**src/rtl/uart_tx_fifo.sv**
```systemverilog
// uart_tx_fifo: byte FIFO with a drain controller that feeds uart_tx through
// the tx_start / tx_data / tx_busy handshake. Producers push at clock rate
// without watching the transmitter; bytes leave strictly in arrival order.
//
// state   | meaning
// --------+-----------------------------------------------------------
// S_IDLE  | tx_start low; pop and launch when data is held and tx idle
// S_START | tx_start held high until uart_tx reports busy
// S_DRAIN | tx_start low; wait for the frame in uart_tx to finish
module uart_tx_fifo #(
  parameter int DEPTH  = 16,
  parameter int ADDR_W = 4
) (
  input  logic              clk,
  input  logic              resetn,
  input  logic              wr_en,
  input  logic [7:0]        wr_data,
  output logic              full,
  output logic              empty,
  output logic [ADDR_W:0]   level,
  output logic              overflow,
  output logic              tx_start,
  output logic [7:0]        tx_data,
  input  logic              tx_busy
);

  typedef enum logic [1:0] {
    S_IDLE  = 2'd0,
    S_START = 2'd1,
    S_DRAIN = 2'd2
  } state_t;

  localparam logic [ADDR_W:0] LP_DEPTH = (ADDR_W+1)'(DEPTH);

  state_t              r_state;
  state_t              w_state_nxt;
  logic [7:0]          r_mem [DEPTH];
  logic [ADDR_W-1:0]   r_wr_ptr;
  logic [ADDR_W-1:0]   r_rd_ptr;
  logic [ADDR_W:0]     r_level;
  logic                r_overflow;
  logic                r_tx_start;
  logic [7:0]          r_tx_data;
  logic                w_full;
  logic                w_empty;
  logic                w_push;
  logic                w_pop;

  // Fullness uses the pre-edge level, so a push while full is dropped even
  // if a pop happens on the same edge.
  assign w_full  = (r_level == LP_DEPTH);
  assign w_empty = (r_level == '0);
  assign w_push  = wr_en & ~w_full;

  // Next-state decode; a pop only ever happens on the IDLE->START transition.
  always_comb begin
    w_state_nxt = r_state;
    w_pop       = 1'b0;
    case (r_state)
      S_IDLE: begin
        if (!w_empty && !tx_busy) begin
          w_pop       = 1'b1;
          w_state_nxt = S_START;
        end
      end
      S_START: begin
        if (tx_busy) w_state_nxt = S_DRAIN;
      end
      S_DRAIN: begin
        if (!tx_busy) w_state_nxt = S_IDLE;
      end
      default: w_state_nxt = S_IDLE;
    endcase
  end

  // State register plus the registered handshake outputs.
  always_ff @(posedge clk or negedge resetn) begin
    if (!resetn) begin
      r_state    <= S_IDLE;
      r_tx_start <= 1'b0;
      r_tx_data  <= 8'h00;
    end else begin
      r_state    <= w_state_nxt;
      r_tx_start <= (w_state_nxt == S_START);
      if (w_pop) r_tx_data <= r_mem[r_rd_ptr];
    end
  end

  // Storage array; contents are don't-care after reset since level is zero.
  always_ff @(posedge clk) begin
    if (w_push) r_mem[r_wr_ptr] <= wr_data;
  end

  // Pointers, level counter and the dropped-push pulse.
  always_ff @(posedge clk or negedge resetn) begin
    if (!resetn) begin
      r_wr_ptr   <= '0;
      r_rd_ptr   <= '0;
      r_level    <= '0;
      r_overflow <= 1'b0;
    end else begin
      r_overflow <= wr_en & w_full;
      if (w_push) r_wr_ptr <= r_wr_ptr + ADDR_W'(1);
      if (w_pop)  r_rd_ptr <= r_rd_ptr + ADDR_W'(1);
      case ({w_push, w_pop})
        2'b10:   r_level <= r_level + (ADDR_W+1)'(1);
        2'b01:   r_level <= r_level - (ADDR_W+1)'(1);
        default: r_level <= r_level;
      endcase
    end
  end

  assign full     = w_full;
  assign empty    = w_empty;
  assign level    = r_level;
  assign overflow = r_overflow;
  assign tx_start = r_tx_start;
  assign tx_data  = r_tx_data;

endmodule

```
**config.mk**
```make
export PLATFORM = sky130hd
export DESIGN_NAME = uart_tx_fifo
export DESIGN_NICKNAME = d
export VERILOG_FILES = /design/src/rtl/uart_tx_fifo.sv
export SDC_FILE = /design/constraint.sdc
export NUM_CORES = 1
export LEC_CHECK = 0
export CORE_MARGIN = 2
export CORE_UTILIZATION = 45
export DETAILED_ROUTE_END_ITERATION = 10
export GPL_TIMING_DRIVEN = 0
export PLACE_DENSITY = 0.62
export SYNTH_ARGS = -nofsm -noshare
export SYNTH_HDL_FRONTEND = slang
export SYNTH_SLANG_ARGS = --single-unit
```
**constraint.sdc**
```tcl
create_clock -name clk -period 3.7 [get_ports clk]
set_input_delay 0.74 -clock clk [delete_from_list [all_inputs] [get_ports clk]]
set_output_delay 0.74 -clock clk [all_outputs]
set_load 0.05 [all_outputs]
```
==> summary.txt, run 1 <==
Outcome
  – Outcome: completed

Critical path
  – Critical path class: register to primary output
  – Worst Reg-to-Reg Cells: 12
  – Critical path data required time: 2960 ps
  – Crit-path slowest cell: clkdlybuf4s50_1
  – Slowest cell delay on critical path: 820 ps
  – Crit. Startpoint: level[1]
  – Critical path arrival: about 2500 ps
  – Internal reg-to-reg setup slack: 490 ps
  – Crit path cell chain: nor4_2 -> and2_1 -> clkdlybuf4s50_1
  – Crit Path Max Fanout: 8
  – CP startpoint kind: register
  – CP Capture Point: empty
  – Reg2Reg Launch Point: level[1]
  – Crit. End Element: primary output
  – Reg2reg end: level[4]

Finish
  – Fin area: 0.00737 mm^2
  – Fin util: 53.5%
  – Area grow syn2layout: 17.2%
  – Diode count: 0
  – Multi-input logic area: 0.00166 mm^2
  – Final net count: 404
  – Fill cells: around 1100
  – Commonest non-fill, non-tap cells in the layout: 128 x edfxtp_1, 28 x clkdlybuf4s50_1, 25 x dfrtp_1, 22 x mux4_2
  – Layout cells sized above 1: about a fifth
  – Commonest non-fill, non-tap cell in the layout: edfxtp_1
  – Reg area: 0.00447 mm^2
  – Final Non-Filler Cells: 576

GRT
  – Vias in the first global route: between 3000 and 4000
  – Gr usage total: 18.4%
  – Largest net degree at the start of global routing: 26
  – Wire length of the first global-routing pass: 19.0 mm
  – Grt total ovfl: 0
  – Initial antenna violation count: 0

Floorplan
  – Die height: around 120 um
  – Die X: approximately 120 um
  – Core Region: 0.0138 mm^2
  – # IOs: 29
  – Full die area: 0.0149 mm^2
  – Initial core utilization: between 40% and 50%
  – Rows: 43

Timing
  – Tcrit/Tclk final: 87.1%
  – Worst Clk Skew: between 10 and 15 ps
  – Worst hold slack: around 480 ps
  – Fmax: 0.310 GHz
  – Relative slew slack: 6.36%
  – Max-slew violations: 0
  – Worst slew pin tran: 1390 ps
  – Final Hold Fails: 0
  – Crit path time final: 3220 ps
  – Setup TNS: 0 ps
  – Final setup violating endpoints: 0
  – Unrepaired setup endpoints after global routing: false
  – Smallest setup slack after layout: 476 ps

Detailed routing
  – DRC marker count from the first detailed-route iteration: around 220
  – Post-DR vias/cell: 5.50
  – WL per Instance: 21.7 um
  – DR pass1 iterations: 4
  – Vias: ~3200
  – Routed wire length: 12.5 mm
  – DRC violations left: 0
  – ANT nets after route: 0

Clocking
  – CTS root buffer: clkbuf_16
  – Inserted Clock Buffers: 17
  – Post-cts sizing count: 0
  – Setup Buffers After CTS: 0
  – CTS tree: yes
  – Hold-fix buffers, CTS: 0
  – Reg clk slew, reported paths: 60 ps
  – Skew-Pair Late Insertion Delay: 420 ps
  – # clock sinks: 153
  – Maximum clock insertion buffer count: 2
  – H-tree lvl count: 4

Yosys
  – Synthesized flop and latch total: 153
  – Synth Area per Inst: 18.8 um^2
  – Sequential share of the synthesized area: between 70% and 80%
  – Async SR Flop Fraction: 16.3%
  – Yosys cell types: 42
  – Synth warn: 0
  – Post-Synthesis Net Count: 355
  – Top FF cell, synth: edfxtp_1
  – Mapped Area: 0.00628 mm^2
  – Mapped Cells: 334
  – Post-synth EDFFs: 128

Power
  – Pint: 3.92 mW
  – Register share of total power: 38.7%
  – Clk pwr share: 26.8%
  – Max IR drop VDD: approximately 390 uV
  – Total Power: about 5.8 mW
  – Sw Share: 33.0%
  – Sw power: 1.93 mW
  – P per Cell Area: 794 mW/mm^2
  – LEAKAGE: 2.58 nW
  – Comb power frac: about a third

Place
  – Cell area after placement: between 0.006 and 0.007 mm^2
  – DP Cell Count: roughly 540
  – PortBufs: 28
  – Final RePlAce weighted congestion: ~0.73
  – Final HPWL DP: ~7.9 mm
  – Setup WS pre-CTS: approximately 39 ps

Worst hold path
  – Hold path cells: 2
  – Hold crit path type: register to register

Job
  – Max Cap Violations: 0
per-layer routing:
| layer | track usage (%) | part of all wire (%) | vias to the layer above |
|---|---|---|---|
| met5 | 0 | 0 | - |
| met4 | 8.69 | 2.1 | 0 |
| met3 | 4.07 | 4.0 | 18 |
| met2 | 28.7 | 50 | 86 |
| met1 | 24.7 | 44 | 1643 |
| li1 | - | - | 1421 |
cell usage after synthesis, types with 2 or more instances:
cell type,n,area [um^2]
buf_2,4,20.0
dfrtp_1,25,626
xor2_1,4,35.0
and2_1,4,25.0
ha_1,9,113
a21o_1,2,15.0
a21oi_1,3,15.0
a211oi_1,4,30.0
nand2_1,17,63.8
nand2b_1,4,25.0
mux4_2,22,495
buf_1,2,7.51
o21ai_0,9,45.0
mux4_1,10,263
mux2i_1,15,150
edfxtp_1,128,3840
clkbuf_1,2,7.51
nor2b_1,4,25.0
mux2_2,8,90.1
buf_4,5,37.5
xnor2_1,7,61.3
buf_6,3,33.8
nor2_1,16,60.1
nor3_1,4,20.0
nand4_1,2,12.5
inv_1,5,18.8
area by class of cell:
type | instances | area share [%]
Buffer | 18 | 1.78
Multi-Input combinational cell | 157 | 22.6
Timing Repair Buffer | 30 | 4.28
Tap cell | 180 | 3.06
Sequential cell | 153 | 60.7
Clock buffer | 18 | 5.83
Inverter | 6 | 0.306
Clock inverter | 14 | 1.48
cell families after synthesis:
family,count (synthesis),synth area share (%)
flip-flops,153,71.1
AO/OA/AOI/OAI,28,3.07
multiplexers,55,15.9
buffers and inverters,24,2.45
adder cells (fa/ha/maj),9,1.79
XOR/XNOR,11,1.53
AND/OR/NAND/NOR,54,4.12
worst max-delay path: cells and delay by family, from the launching register on:
| family | cells | cell delay (ps) |
|---|---|---|
| flip-flops | 1 | 470 |
| AND/OR/NAND/NOR | 2 | 780 |
| buffers and inverters | 1 | 820 |
registers in the layout, summed over array words and instances (netlist names):
signal,flops
r_mem,128
tx_data,8
level,5
r_rd_ptr,4
r_wr_ptr,4
r_state,2
overflow,1
tx_start,1
power groups by stage:
stage                     Sequential, mW  Combinational (mW)  Clock (mW)
final                               2.26                2.02        1.57
after global routing                2.29                2.18        1.66
after CTS                           2.26                2.05        1.60
after detailed placement            2.29                2.04           0
after global placement              2.28                2.02           0
after floorplan                     2.51                1.20           0
worst min-delay path by stage:
stage | from | to | slack [ps]
2_1_floorplan | resetn | level[0] | 440
3_3_place_gp | tx_data[4] | tx_data[4] | 460
3_5_place_dp | tx_data[0] | tx_data[0] | 480
4_1_cts | tx_data[0] | tx_data[0] | 490
5_1_grt | tx_data[1] | tx_data[1] | 510
6_report | tx_data[6] | tx_data[6] | 480
Power figures use the tool's default switching activity.
==> run 2, diff against run 1 <==
--- a/config.mk
+++ b/config.mk
@@ -7,6 +7,7 @@
 export LEC_CHECK = 0
 export CORE_MARGIN = 2
 export CORE_UTILIZATION = 45
+export CTS_CLUSTER_DIAMETER = 40
 export DETAILED_ROUTE_END_ITERATION = 10
 export GPL_TIMING_DRIVEN = 0
 export PLACE_DENSITY = 0.62
==> results of run 2 <==
No change in the layout: final DEF, timing and power equal those of run 1.
==> run 3, diff against run 2 <==
--- a/config.mk
+++ b/config.mk
@@ -9,7 +9,7 @@
 export CORE_UTILIZATION = 45
 export CTS_CLUSTER_DIAMETER = 40
 export DETAILED_ROUTE_END_ITERATION = 10
-export GPL_TIMING_DRIVEN = 0
+export GPL_TIMING_DRIVEN = 1
 export PLACE_DENSITY = 0.62
 export SYNTH_ARGS = -nofsm -noshare
 export SYNTH_HDL_FRONTEND = slang
==> summary.txt, run 3 (same netlist as run 1, synthesis figures left out) <==
Finish
  – Final Non-Filler Cells: 579
  – Commonest non-fill, non-tap cell in the layout: edfxtp_1
  – Layout cells sized above 1: 21.8%
  – Commonest non-fill, non-tap cells in the layout: 128 x edfxtp_1, 28 x clkdlybuf4s50_1, 24 x dfrtp_1, 23 x buf_4, 22 x mux4_2
  – Final net count: 407
  – Area grow syn2layout: 18.8%
  – Fin area: 0.00746 mm^2
  – Max FFs per register: 128
  – Biggest register: r_mem
  – Diode count: 0
  – Fill cells: around 1100
  – Fin util: 54.2%

Place
  – Cell area after placement: 0.00683 mm^2
  – DP Cell Count: 547
  – Final RePlAce weighted congestion: ~0.79
  – PortBufs: 28
  – Final HPWL DP: 7.54 mm

Critical path
  – Top delay family on crit path: buffers and inverters
  – Slowest cell delay on critical path: 810 ps
  – Critical path arrival: between 2000 and 2500 ps
  – Crit. End Element: primary output
  – Crit path cell chain: nor4_2 -> and2_1 -> clkdlybuf4s50_1
  – Critical path data required time: 2960 ps
  – CP startpoint kind: register
  – Critical path class: register to primary output
  – Crit Path Max Fanout: 8
  – Crit-path slowest cell: clkdlybuf4s50_1
  – Buf/Inv on CP: 1

Clocking
  – Post-cts sizing count: 0
  – CTS tree: yes
  – Setup Buffers After CTS: 0
  – Inserted Clock Buffers: 17
  – Maximum clock insertion buffer count: 2
  – H-tree lvl count: 4
  – Hold-fix buffers, CTS: 0
  – Reg clk slew, reported paths: 60 ps
  – Skew-Pair Late Insertion Delay: 420 ps
  – CTS root buffer: clkbuf_16
  – # clock sinks: 153

Timing
  – Setup TNS: 0 ps
  – Fmax: 0.314 GHz
  – Final Hold Fails: 0
  – Worst slew pin tran: between 600 and 700 ps
  – Unrepaired setup endpoints after global routing: false
  – Tcrit/Tclk final: 86.2%
  – Crit path time final: 3190 ps
  – Worst Clk Skew: 7.29 ps
  – Final setup violating endpoints: 0
  – Relative slew slack: 57.7%
  – Max-slew violations: 0

Detailed routing
  – Vias: 3129
  – WL per Instance: 19.9 um
  – DRC violations left: 0
  – DRC marker count from the first detailed-route iteration: ~170
  – Routed wire length: between 10 and 15 mm
  – Post-DR vias/cell: 5.40
  – DR pass1 iterations: 4
  – ANT nets after route: 0

Floorplan
  – Die X: 122 um
  – Core Region: 0.0138 mm^2
  – Full die area: 0.0149 mm^2
  – # IOs: 29
  – Die height: 122 um
  – Rows: 43
  – Initial core utilization: 45.6%

GRT
  – Gr usage total: 16.8%
  – Initial antenna violation count: 0
  – Grt total ovfl: 0
  – Largest net degree at the start of global routing: 26
  – Vias in the first global route: 3098
  – Wire length of the first global-routing pass: 17.6 mm

Power
  – LEAKAGE: 2.66 nW
  – P per Cell Area: about 800 mW/mm^2
  – Max IR drop VDD: 316 uV

Job
  – Max Cap Violations: 0

Outcome
  – Outcome: completed

Worst hold path
  – Hold crit path type: register to register
[run 3: cell count changes in the layout (fill, tap and decap cells not counted), sizes merged]
cell,before,now
buf,16,23
clkinvlp,6,0
clkinv,7,3
inv,6,9
bufinv,1,3
clkbuf,22,23
[run 3: final cells by class]
type	instances	area (um^2)	share of cell area, %
Sequential cell	153	4470	59.9
Multi-Input combinational cell	157	1660	22.2
Clock buffer	23	498	6.67
Timing Repair Buffer	51	453	6.07
Tap cell	180	225	3.02
Clock inverter	9	134	1.79
Inverter	6	22.5	0.302
[run 3: power by group]
group | internal, mW | leakage, nW | switching [mW]
combinational | 0.817 | 0.889 | 0.920
sequential | 2.14 | 1.46 | 0.271
clock | 1.16 | 0.312 | 0.654
total | 4.11 | 2.66 | 1.85
[run 3: through the flow]
step / total power [mW] / setup WS [ps] / hold WS, ps
floorplan: 3.71 / 539 / 444
global placement: 4.18 / 385 / 466
detailed placement: 4.21 / 353 / 477
CTS: 6.02 / 464 / 491
global route: 6.25 / 299 / 513
finish: 5.95 / 511 / 482
[run 3: final timing paths]
check,endpoint,from,depth (start not counted),slack (ps)
worst max-delay path,empty,level[1],3,510
min in group asynchronous,level[3],resetn,2,690
max in group asynchronous,r_rd_ptr[0],resetn,2,2720
worst min-delay path,tx_data[5],tx_data[5],2,480
worst max register to register,level[4],level[1],10,740
worst min register to register,tx_data[5],tx_data[5],2,480
[run 3: routing by layer]
metal	part of all wire [%]	routed length (um)	GRT usage (%)	vias up
met3	3.2	368	4.12	15
met5	0	0	0	-
met4	1.8	207	7.40	0
met2	50	5800	26.9	62
li1	-	-	-	1424
met1	45	5160	22.1	1628
[run 3: worst min-delay path: cells and delay by family, from the launching register on]
kind             cells  cell delay (ps)
AND/OR/NAND/NOR      1               50
flip-flops           1              340
AO/OA/AOI/OAI        1               60
